## config.mk

```make
export PLATFORM = sky130hd
export DESIGN_NAME = trdb_grant_gen_flat
export DESIGN_NICKNAME = d
export VERILOG_FILES = /design/src/rtl/trdb_grant_gen_if.sv /design/src/rtl/trdb_grant_gen.sv /design/src/flat_wrapper.sv
export SDC_FILE = /design/constraint.sdc
export NUM_CORES = 1
export LEC_CHECK = 0
export ABC_AREA = 0
export CAP_MARGIN = 20
export CORE_ASPECT_RATIO = 1.2
export CORE_UTILIZATION = 31
export DETAILED_ROUTE_END_ITERATION = 12
export PLACE_DENSITY = 0.54
export SYNTH_ARGS = -nofsm -noshare
export SYNTH_HDL_FRONTEND = slang
export SYNTH_SLANG_ARGS = --single-unit
```

## constraint.sdc

```tcl
create_clock -name clk -period 2.3 [get_ports clk]
set_clock_uncertainty 0.05 [all_clocks]
set_input_delay 0.46 -clock clk [delete_from_list [all_inputs] [get_ports clk]]
set_output_delay 0.46 -clock clk [all_outputs]
set_load 0.01 [all_outputs]
```

## src/rtl/trdb_grant_gen_if.sv

```systemverilog
// ---------------------------------------------------------------------------
// trdb_grant_gen_if
//   Bundles the producer-facing packet-word handshake and the capture-FIFO
//   read port of trdb_grant_gen.
//
//   Handshake semantics (both directions):
//     - A producer word moves on channel c in a cycle where valid_i[c] and
//       grant_o[c] are both 1 at the rising edge. valid_i must not depend
//       on grant_o.
//     - A FIFO word is consumed in a cycle where word_valid_o and
//       word_ready_i are both 1 at the rising edge. word_o/word_chan_o are
//       stable while word_valid_o is 1 and no pop happens.
//
//   Signals:
//     valid_i      producer -> gen   per-channel word valid
//     data_i       producer -> gen   per-channel words, channel c at
//                                    [c*DataWidth +: DataWidth]
//     grant_o      gen -> producer   per-channel grant, one-hot or zero
//     word_valid_o gen -> consumer   FIFO not empty
//     word_o       gen -> consumer   FIFO head word
//     word_chan_o  gen -> consumer   FIFO head channel id
//     word_ready_i consumer -> gen   pop request
//   Modports: master = producer/consumer side, slave = trdb_grant_gen.
// ---------------------------------------------------------------------------
interface trdb_grant_gen_if #(
    parameter int NumChannels = 1,
    parameter int DataWidth   = 32,
    parameter int ChanW       = (NumChannels > 1) ? $clog2(NumChannels) : 1
);
    logic [NumChannels-1:0]           valid_i;
    logic [NumChannels*DataWidth-1:0] data_i;
    logic [NumChannels-1:0]           grant_o;
    logic                             word_valid_o;
    logic [DataWidth-1:0]             word_o;
    logic [ChanW-1:0]                 word_chan_o;
    logic                             word_ready_i;

    modport master (
        output valid_i, data_i, word_ready_i,
        input  grant_o, word_valid_o, word_o, word_chan_o
    );

    modport slave (
        input  valid_i, data_i, word_ready_i,
        output grant_o, word_valid_o, word_o, word_chan_o
    );
endinterface

```

## src/rtl/trdb_grant_gen.sv

```systemverilog
// ---------------------------------------------------------------------------
// trdb_grant_gen
//   Grant generator and capture sink for trace packet words. A registered
//   grant enable is derived from the selected mode (always / LFSR random /
//   periodic / hold-delay); the enable is steered round-robin to one valid
//   channel, and every transferred word is stored with its channel id in a
//   small FIFO.
//
//   Ports:
//     clk          rising-edge clock
//     rst_n        asynchronous active-low reset
//     enable_i     0 forces grants low and clears the mode counters
//     mode_i       0 always, 1 random, 2 periodic, 3 hold-delay
//     prob_i       random-mode threshold against lfsr_q[7:0]
//     period_i     periodic interval / hold-delay length
//     bus          producer handshake and FIFO read port (slave modport)
//     fifo_full_o  FIFO holds FifoDepth entries
//     stall_cnt_o  saturating count of cycles with valid but no transfer
// ---------------------------------------------------------------------------
module trdb_grant_gen #(
    parameter int          NumChannels = 1,
    parameter int          DataWidth   = 32,
    parameter int          FifoDepth   = 4,
    parameter logic [15:0] LfsrSeed    = 16'hACE1
) (
    input  logic                 clk,
    input  logic                 rst_n,
    input  logic                 enable_i,
    input  logic [1:0]           mode_i,
    input  logic [7:0]           prob_i,
    input  logic [7:0]           period_i,
    trdb_grant_gen_if.slave      bus,
    output logic                 fifo_full_o,
    output logic [15:0]          stall_cnt_o
);
    localparam int ChanW = (NumChannels > 1) ? $clog2(NumChannels) : 1;
    localparam int AddrW = $clog2(FifoDepth);
    localparam int CntW  = AddrW + 1;

    logic [15:0]      lfsr_q, lfsr_d;
    logic             grant_en_q, grant_en_d;
    logic [7:0]       cnt_q, cnt_d;
    logic [7:0]       wait_q, wait_d;
    logic [ChanW-1:0] rr_ptr_q, rr_ptr_d;
    logic [AddrW-1:0] wr_ptr_q, wr_ptr_d;
    logic [AddrW-1:0] rd_ptr_q, rd_ptr_d;
    logic [CntW-1:0]  count_q, count_d;
    logic [15:0]      stall_q, stall_d;

    logic [DataWidth-1:0] mem_data [FifoDepth];
    logic [ChanW-1:0]     mem_chan [FifoDepth];

    logic             any_valid;
    logic             found;
    logic [ChanW-1:0] sel;
    logic [ChanW:0]   idx;   // one bit wider so rr_ptr_q + i fits before wrap
    logic             push;
    logic             pop;

    assign any_valid   = |bus.valid_i;
    assign fifo_full_o = (count_q == CntW'(FifoDepth));

    // Round-robin search: first valid channel at or above rr_ptr_q, wrapping.
    always_comb begin
        sel   = '0;
        found = 1'b0;
        idx   = '0;
        for (int i = 0; i < NumChannels; i++) begin
            idx = {1'b0, rr_ptr_q} + (ChanW+1)'(i);
            if (idx >= (ChanW+1)'(NumChannels)) begin
                idx = idx - (ChanW+1)'(NumChannels);
            end
            if (!found && bus.valid_i[idx[ChanW-1:0]]) begin
                sel   = idx[ChanW-1:0];
                found = 1'b1;
            end
        end
    end

    // Full suppresses the grant even when a pop is pending, which keeps
    // word_ready_i out of the grant path.
    always_comb begin
        bus.grant_o = '0;
        if (grant_en_q && !fifo_full_o && found) begin
            bus.grant_o[sel] = 1'b1;
        end
    end

    assign push = |(bus.valid_i & bus.grant_o);
    assign pop  = (count_q != '0) && bus.word_ready_i;

    always_comb begin
        lfsr_d = {1'b0, lfsr_q[15:1]} ^ (lfsr_q[0] ? 16'hB400 : 16'h0000);

        cnt_d = '0;
        if (enable_i && (cnt_q < period_i)) begin
            cnt_d = cnt_q + 8'd1;
        end

        wait_d = '0;
        if (enable_i && any_valid && !push) begin
            wait_d = (wait_q == 8'hFF) ? wait_q : wait_q + 8'd1;
        end

        // Hold-delay uses the updated wait count so period_i idle cycles
        // separate consecutive grants (period_i=2 grants on the 3rd cycle).
        grant_en_d = 1'b0;
        if (enable_i) begin
            case (mode_i)
                2'd0:    grant_en_d = 1'b1;
                2'd1:    grant_en_d = (lfsr_q[7:0] < prob_i);
                2'd2:    grant_en_d = (cnt_q == period_i);
                default: grant_en_d = (wait_d >= period_i);
            endcase
        end

        rr_ptr_d = rr_ptr_q;
        if (push) begin
            rr_ptr_d = (sel == ChanW'(NumChannels - 1)) ? '0 : sel + ChanW'(1);
        end

        stall_d = stall_q;
        if (any_valid && !push && (stall_q != 16'hFFFF)) begin
            stall_d = stall_q + 16'd1;
        end

        wr_ptr_d = push ? wr_ptr_q + AddrW'(1) : wr_ptr_q;
        rd_ptr_d = pop  ? rd_ptr_q + AddrW'(1) : rd_ptr_q;
        case ({push, pop})
            2'b10:   count_d = count_q + CntW'(1);
            2'b01:   count_d = count_q - CntW'(1);
            default: count_d = count_q;
        endcase
    end

    always_ff @(posedge clk or negedge rst_n) begin
        if (!rst_n) begin
            lfsr_q     <= LfsrSeed;
            grant_en_q <= 1'b0;
            cnt_q      <= '0;
            wait_q     <= '0;
            rr_ptr_q   <= '0;
            wr_ptr_q   <= '0;
            rd_ptr_q   <= '0;
            count_q    <= '0;
            stall_q    <= '0;
        end else begin
            lfsr_q     <= lfsr_d;
            grant_en_q <= grant_en_d;
            cnt_q      <= cnt_d;
            wait_q     <= wait_d;
            rr_ptr_q   <= rr_ptr_d;
            wr_ptr_q   <= wr_ptr_d;
            rd_ptr_q   <= rd_ptr_d;
            count_q    <= count_d;
            stall_q    <= stall_d;
        end
    end

    // Storage needs no reset: emptiness is tracked by count_q alone.
    always_ff @(posedge clk) begin
        if (push) begin
            mem_data[wr_ptr_q] <= bus.data_i[sel*DataWidth +: DataWidth];
            mem_chan[wr_ptr_q] <= sel;
        end
    end

    assign bus.word_valid_o = (count_q != '0);
    assign bus.word_o       = mem_data[rd_ptr_q];
    assign bus.word_chan_o  = mem_chan[rd_ptr_q];
    assign stall_cnt_o      = stall_q;

endmodule

```

## src/flat_wrapper.sv

```systemverilog
// flat-port wrapper written by rule: the top's interface ports become plain ports
module trdb_grant_gen_flat 
#(
    parameter int          NumChannels = 1,
    parameter int          DataWidth   = 32,
    parameter int          FifoDepth   = 4,
    parameter logic [15:0] LfsrSeed    = 16'hACE1
)
  (clk, rst_n, enable_i, mode_i, prob_i, period_i, fifo_full_o, stall_cnt_o, bus_valid_i, bus_data_i, bus_word_ready_i, bus_grant_o, bus_word_valid_o, bus_word_o, bus_word_chan_o);
  trdb_grant_gen_if #(.NumChannels(NumChannels), .DataWidth(DataWidth)) bus_i ();
  input  logic clk;
  input  logic rst_n;
  input  logic enable_i;
  input  logic [1:0] mode_i;
  input  logic [7:0] prob_i;
  input  logic [7:0] period_i;
  output logic fifo_full_o;
  output logic [15:0] stall_cnt_o;
  input wire logic [$bits(bus_i.valid_i)-1:0] bus_valid_i;
  input wire logic [$bits(bus_i.data_i)-1:0] bus_data_i;
  input wire logic [$bits(bus_i.word_ready_i)-1:0] bus_word_ready_i;
  output wire logic [$bits(bus_i.grant_o)-1:0] bus_grant_o;
  output wire logic [$bits(bus_i.word_valid_o)-1:0] bus_word_valid_o;
  output wire logic [$bits(bus_i.word_o)-1:0] bus_word_o;
  output wire logic [$bits(bus_i.word_chan_o)-1:0] bus_word_chan_o;
  assign bus_i.valid_i = bus_valid_i;
  assign bus_i.data_i = bus_data_i;
  assign bus_i.word_ready_i = bus_word_ready_i;
  assign bus_grant_o = bus_i.grant_o;
  assign bus_word_valid_o = bus_i.word_valid_o;
  assign bus_word_o = bus_i.word_o;
  assign bus_word_chan_o = bus_i.word_chan_o;
  trdb_grant_gen #(.NumChannels(NumChannels), .DataWidth(DataWidth), .FifoDepth(FifoDepth), .LfsrSeed(LfsrSeed)) u_core (.clk(clk), .rst_n(rst_n), .enable_i(enable_i), .mode_i(mode_i), .prob_i(prob_i), .period_i(period_i), .bus(bus_i), .fifo_full_o(fifo_full_o), .stall_cnt_o(stall_cnt_o));
endmodule
```

Yosys cells after proc, flatten, opt, wreduce, memory -nomap -nowiden
Memory sizes are Yosys's and may differ from the RTL's.
Index checks and enable logic that the tools add are counted.
Widths: inputs -> output; s select.

storage, ports and cells
  bits in registers = 57
  bits in writable memories = 132
  output and inout port bits = 52
  logic and storage cells = 68
  memories = 2

operators by class
  $add $sub $neg = 9
  magnitude comparators = 7
  eq/ne operators = 8
  shift-type cells = 1
  mux-type cells = 16
  bitwise gates (word level) = 2
  reductions and logical operators = 14

memory list
  name             words  width  read ports  clocked after Yosys merged registers in  write ports  line                  RTL
  u_core.mem_data  4      32     1           0                                        1            trdb_grant_gen.sv:50  logic [DataWidth-1:0] mem_data [FifoDepth];
  u_core.mem_chan  4      1      1           0                                        1            trdb_grant_gen.sv:51  logic [ChanW-1:0] mem_chan [FifoDepth];

operators by type and width
  operator               count
  $shiftx 32x7->32       1
  $mux 8                 3
  $add 16x1->16 const B  1
  $add 8x1->8 const B    2
  $lt 8x8->1             2
  $mux 16                1
  $ne 16x16->1 const B   1
  $xor 15x16->16         1
  $mux 1                 10
  $logic_and 1x1->1      9
  $eq 8x8->1             1
  $eq 8x8->1 const B     1
  $ge 8x8->1             1
  $pmux 3 s2             1
  $add 2x1->2 const B    2
  $eq 2x1->1 const B     2
  $eq 2x2->1 const B     2
  $add 3x1->3 const B    1
  $eq 3x3->1 const B     1
  $pmux 1 s3             1
  $reduce_bool 3->1      1
  $sub 3x1->3 const B    1
  $ge 1x1->1 const B     2
  $logic_not 1->1        2
  6 further kinds        7

Depth between registers and ports, before layout
  depth in word-level cells = 16
  mapped depth = 11

Worst setup path after synthesis
Ideal clock, no wire load.

  path kind = register to register
  start = register u_core.wait_q[0]
  end = register u_core.grant_en_q
  library setup time = 120 ps
  arrival time = 2,310 ps
  required time = 2,130 ps
  path slack = -180 ps
  cell stages (with the launch flop) = 12
  buffers on the path = 0
  cell sequence = dfrtp_1 > ha_1 > and4_1 > nand4_1 > xor2_1 > nand3_1 > ha_1 > nand2b_1 > a21o_1 > a211oi_1 > nor3_1 > o211a_1

on the way
  word-level cells in the longest chain between the ends = 6
  elaborated cells on any way between the ends = 7
  those cells by class = add/sub: 1; order compare: 1; eq/ne: 1; mux: 4

ends and longest elaborated chain
  element                                           line                   RTL
  from (decl)                                       trdb_grant_gen.sv:43   logic [7:0] wait_q, wait_d;
  from (signal assigned)                            trdb_grant_gen.sv:151  wait_q <= wait_d;
  $add 8x1->8 / $eq 8x8->1 (equally long branches)  trdb_grant_gen.sv:102  wait_d = (wait_q == 8'hFF) ? wait_q : wait_q + 8'd1;
  $mux 8 *                                          trdb_grant_gen.sv:102
  $mux 8 *                                          trdb_grant_gen.sv:101  if (enable_i && any_valid && !push) begin
  $ge 8x8->1 *                                      trdb_grant_gen.sv:113  default: grant_en_d = (wait_d >= period_i);
  $pmux 1 s3 *                                      trdb_grant_gen.sv:109  case (mode_i)
  $mux 1 *                                          trdb_grant_gen.sv:108  if (enable_i) begin
  net u_core.grant_en_d                             trdb_grant_gen.sv:41   logic grant_en_q, grant_en_d;
  to (signal assigned)                              trdb_grant_gen.sv:149  grant_en_q <= grant_en_d;
  to (decl)                                         trdb_grant_gen.sv:41

The timed path passes the listed nets; every way through them passes the cells marked *.
A chain may end at the register's enable or synchronous reset.

Worst setup path in the final report
  start = register u_core.wait_q[1]
  end = register u_core.grant_en_q

Same word-level chain as after synthesis.

==> flow_summary.json <==
{
  "wl_met2_um": 7970,
  "cp_cell_sequence": "ha_2 -> and4_1 -> nand4_1 -> xor2_1 -> nand3_1 -> ha_1 -> nand2b_4 -> a21o_1 -> a211oi_2 -> nor3_1 -> o211a_1",
  "seq_area_frac_synth_pct": 69.5,
  "yosysUniqueCellTypes": 49,
  "numCtsBuffers": 17,
  "synthFlopType": "edfxtp_1",
  "synth-warning-count": 0,
  "layout_setup_ws_ns": -0.0927,
  "highest_layer": "met5",
  "syn-num-nets": 526,
  "vias": 4356,
  "cp-start-kind": "flip-flop",
  "final_cell_mix": "128 x edfxtp_1, 69 x clkdlybuf4s50_1, 47 x dfrtp_1, 37 x buf_6, 34 x buf_4",
  "finalHoldViolCount": 0,
  "synthCells": 439,
  "synth.avg_cell_area_um2": 17.2,
  "crit_path_top_delay_cell": "dfrtp_1",
  "slowest_delay_ns": 0.36,
  "violations": "negative setup slack",
  "final-setup-viol-count": 12,
  "r2r-end": "u_core.grant_en_q",
  "die_h_um": 173,
  "via_per_inst": 4.59,
  "antenna_left": 0,
  "antenna_cells": 0,
  "layout-drive-gt1-share_pct": 29.4,
  "track_usage_pct": 13.1,
  "layout_commonest_cell": "edfxtp_1",
  "dp_hpwl_um": 10600,
  "timing.max_cap.violations": 0,
  "max-vdd-ir-drop_uv": 508,
  "grt_max_degree": 38,
  "rsz0062_at_grt": "true",
  "powerDensity_mw_per_mm2": 993,
  "path_max_fanout": 3,
  "clock_latency_ns": 0.43,
  "worstRegToRegCells": 11,
  "r2r_slack_ns": -0.09,
  "drc": 0,
  "grt_pass1_wl_um": 24600,
  "min_path_cells": 0,
  "p_leak_uw": 0.00403,
  "cts_tree": "yes",
  "gp_congestion": 0.863,
  "clockBufferDepth": 2,
  "cts.sinks": 184,
  "synth_top_area_share_pct": 50.9,
  "ys_ff_latch": 184,
  "clkTransAtPathRegs_ns": 0.08,
  "fin_crit_ns": 2.39,
  "boundaryPins": 107,
  "synth-edff-count": 128,
  "wl_met1_um": 6380,
  "port_buffers": 105,
  "synth_area_mm2": 0.00756,
  "wl_per_cell_um": 16.1,
  "r2r-start": "u_core.wait_q[1]",
  "grt_pass1_vias": 4764,
  "syn2layout_area_growth_pct": 36.7,
  "endpoint_kind": "flip-flop",
  "crit_required_ns": 2.56,
  "fmax_mhz": 418,
  "yosys.area.top_type": "edfxtp_1",
  "timing.final.crit_share_pct": 104,
  "dr.pass1.iters": 4,
  "nets": 704,
  "start_util_pct": 31.5,
  "design.die.area_mm2": 0.0250,
  "overflow": 0,
  "relSlewSlack_pct": 65.4,
  "clk_root_buffer_cell": "clkbuf_16",
  "min_path_type": "flip-flop to flip-flop",
  "timing.setup.tns_ns": -0.592,
  "status": "finished with violations",
  "antenna_found_initial": 1,
  "slew_violations": 0,
  "async_flop_share_pct": 30.4,
  "chipWidth_um": 145,
  "dpl_cell_area_mm2": 0.00945,
  "stdcell_area_mm2": 0.0103,
  "drt_iter0_markers": 166,
  "coreArea_mm2": 0.0240,
  "cts_max_level": 4,
  "dr_wl_met3_um": 757,
  "tightest_slew_ns": 0.519,
  "synth_area_leaders": "edfxtp_1 51%, dfrtp_1 16%, mux4_2 9.5%, ha_1 5.1%, dfstp_2 2.8%",
  "routed_wl_um": 15300,
  "critPathKind": "flip-flop to flip-flop",
  "crit_arrival_ns": 2.65,
  "hold_end": "u_core.lfsr_q[11]",
  "worstHoldStart": "u_core.lfsr_q[12]",
  "rows": 62
}
[stage by stage]
| step | hold slack [ns] | instances | setup slack (ns) | total power (uW) | utilization [%] |
|---|---|---|---|---|---|
| floorplan | 0.114 | 439 | -0.118 | 5490 | - |
| global placement | 0.294 | 897 | -0.170 | 6930 | 39.4 |
| detailed placement | 0.294 | 897 | -0.267 | 6980 | 39.4 |
| CTS | 0.320 | 948 | -0.194 | 10200 | 42.5 |
| global route | 0.331 | 950 | -0.344 | 10800 | 43.1 |
| finish | 0.317 | 950 | -0.0927 | 10300 | 43.1 |
[Yosys cell counts (4+ instances only)]
| cell | number |
|---|---|
| nand2_1 | 18 |
| buf_2 | 4 |
| nor3_1 | 6 |
| xor2_1 | 19 |
| mux4_2 | 32 |
| inv_1 | 24 |
| dfstp_2 | 8 |
| a21oi_1 | 8 |
| edfxtp_1 | 128 |
| ha_1 | 31 |
| dfrtp_1 | 48 |
| clkbuf_1 | 5 |
| nor2_1 | 19 |
| nand4_1 | 10 |
| o21ai_0 | 8 |
| and3_1 | 4 |
| and2_1 | 5 |
| nand3_1 | 11 |
| xnor2_1 | 11 |
[critical path, delay by kind of cell (launching register included)]
family	cells	cell delay, ns
simple gates	5	0.67
flops	1	0.36
fa+ha+maj	2	0.47
compound gates	3	0.56
xor+xnor	1	0.18
[metal layers]
layer  track usage (%)  up-vias
li1                  -     2029
met3              3.77       16
met4              3.86        2
met2              22.7      124
met5                 0        -
met1              15.5     2185
[state kept, by name, summed over array words and instances, names as in the netlist]
| signal | cells |
|---|---|
| u_core.lfsr_q | 16 |
| u_core.count_q | 3 |
| u_core.mem_data | 128 |
| u_core.rd_ptr_q | 2 |
| u_core.grant_en_q | 1 |
| u_core.wr_ptr_q | 2 |
| u_core.cnt_q | 8 |
| u_core.stall_cnt_o | 16 |
| u_core.wait_q | 8 |
[final cells by class]
class                           instances  area (um^2)
Clock buffer                           17          425
Fill cell                            2130        13600
Tap cell                              320          400
Timing Repair Buffer                  169         1800
Inverter                               24         90.1
Multi-Input combinational cell        221         2190
Sequential cell                       184         5260
Clock inverter                         15          169
[repair_timing]
item                                    in CTS  in global routing
hold buffers                                 1                  0
pin swaps                                    6                  0
setup buffers                               16                  5
endpoints found under the setup margin      36                 33
hold endpoints to repair                    19                  0
cloned                                       2                  0
resized for setup                          148                 32
[report_power, final]
part           leakage (uW)  total [uW]  internal [uW]  switching, uW
registers           0.00188        4010           3820            187
logic               0.00186        3360           2030           1330
clock network      0.000291        2890           1470           1420
[worst max-delay path by stage]
| stage | startpoint | endpoint | slack [ns] |
|---|---|---|---|
| final | u_core.wait_q[1] | u_core.grant_en_q | -0.09 |
| after global routing | u_core.wait_q[1] | u_core.grant_en_q | -0.34 |
| after floorplan | u_core.wait_q[0] | u_core.grant_en_q | -0.12 |
| after detailed placement | bus_valid_i | u_core.grant_en_q | -0.27 |
| after global placement | bus_valid_i | u_core.grant_en_q | -0.17 |
| after CTS | u_core.rd_ptr_q[0] | bus_word_o[24] | -0.19 |
[kinds of logic after synthesis]
group	count (synthesis)	share of synthesized area [%]
DFF	184	69.5
buffers and inverters	34	1.80
other	1	0.0496
muxes	35	9.97
adders and majority gates	32	5.40
and+or+nand+nor	88	6.59
AOI/OAI and AO/OA	35	3.19
xor gates and xnor gates	30	3.48
(Power assumes the default switching activity.)
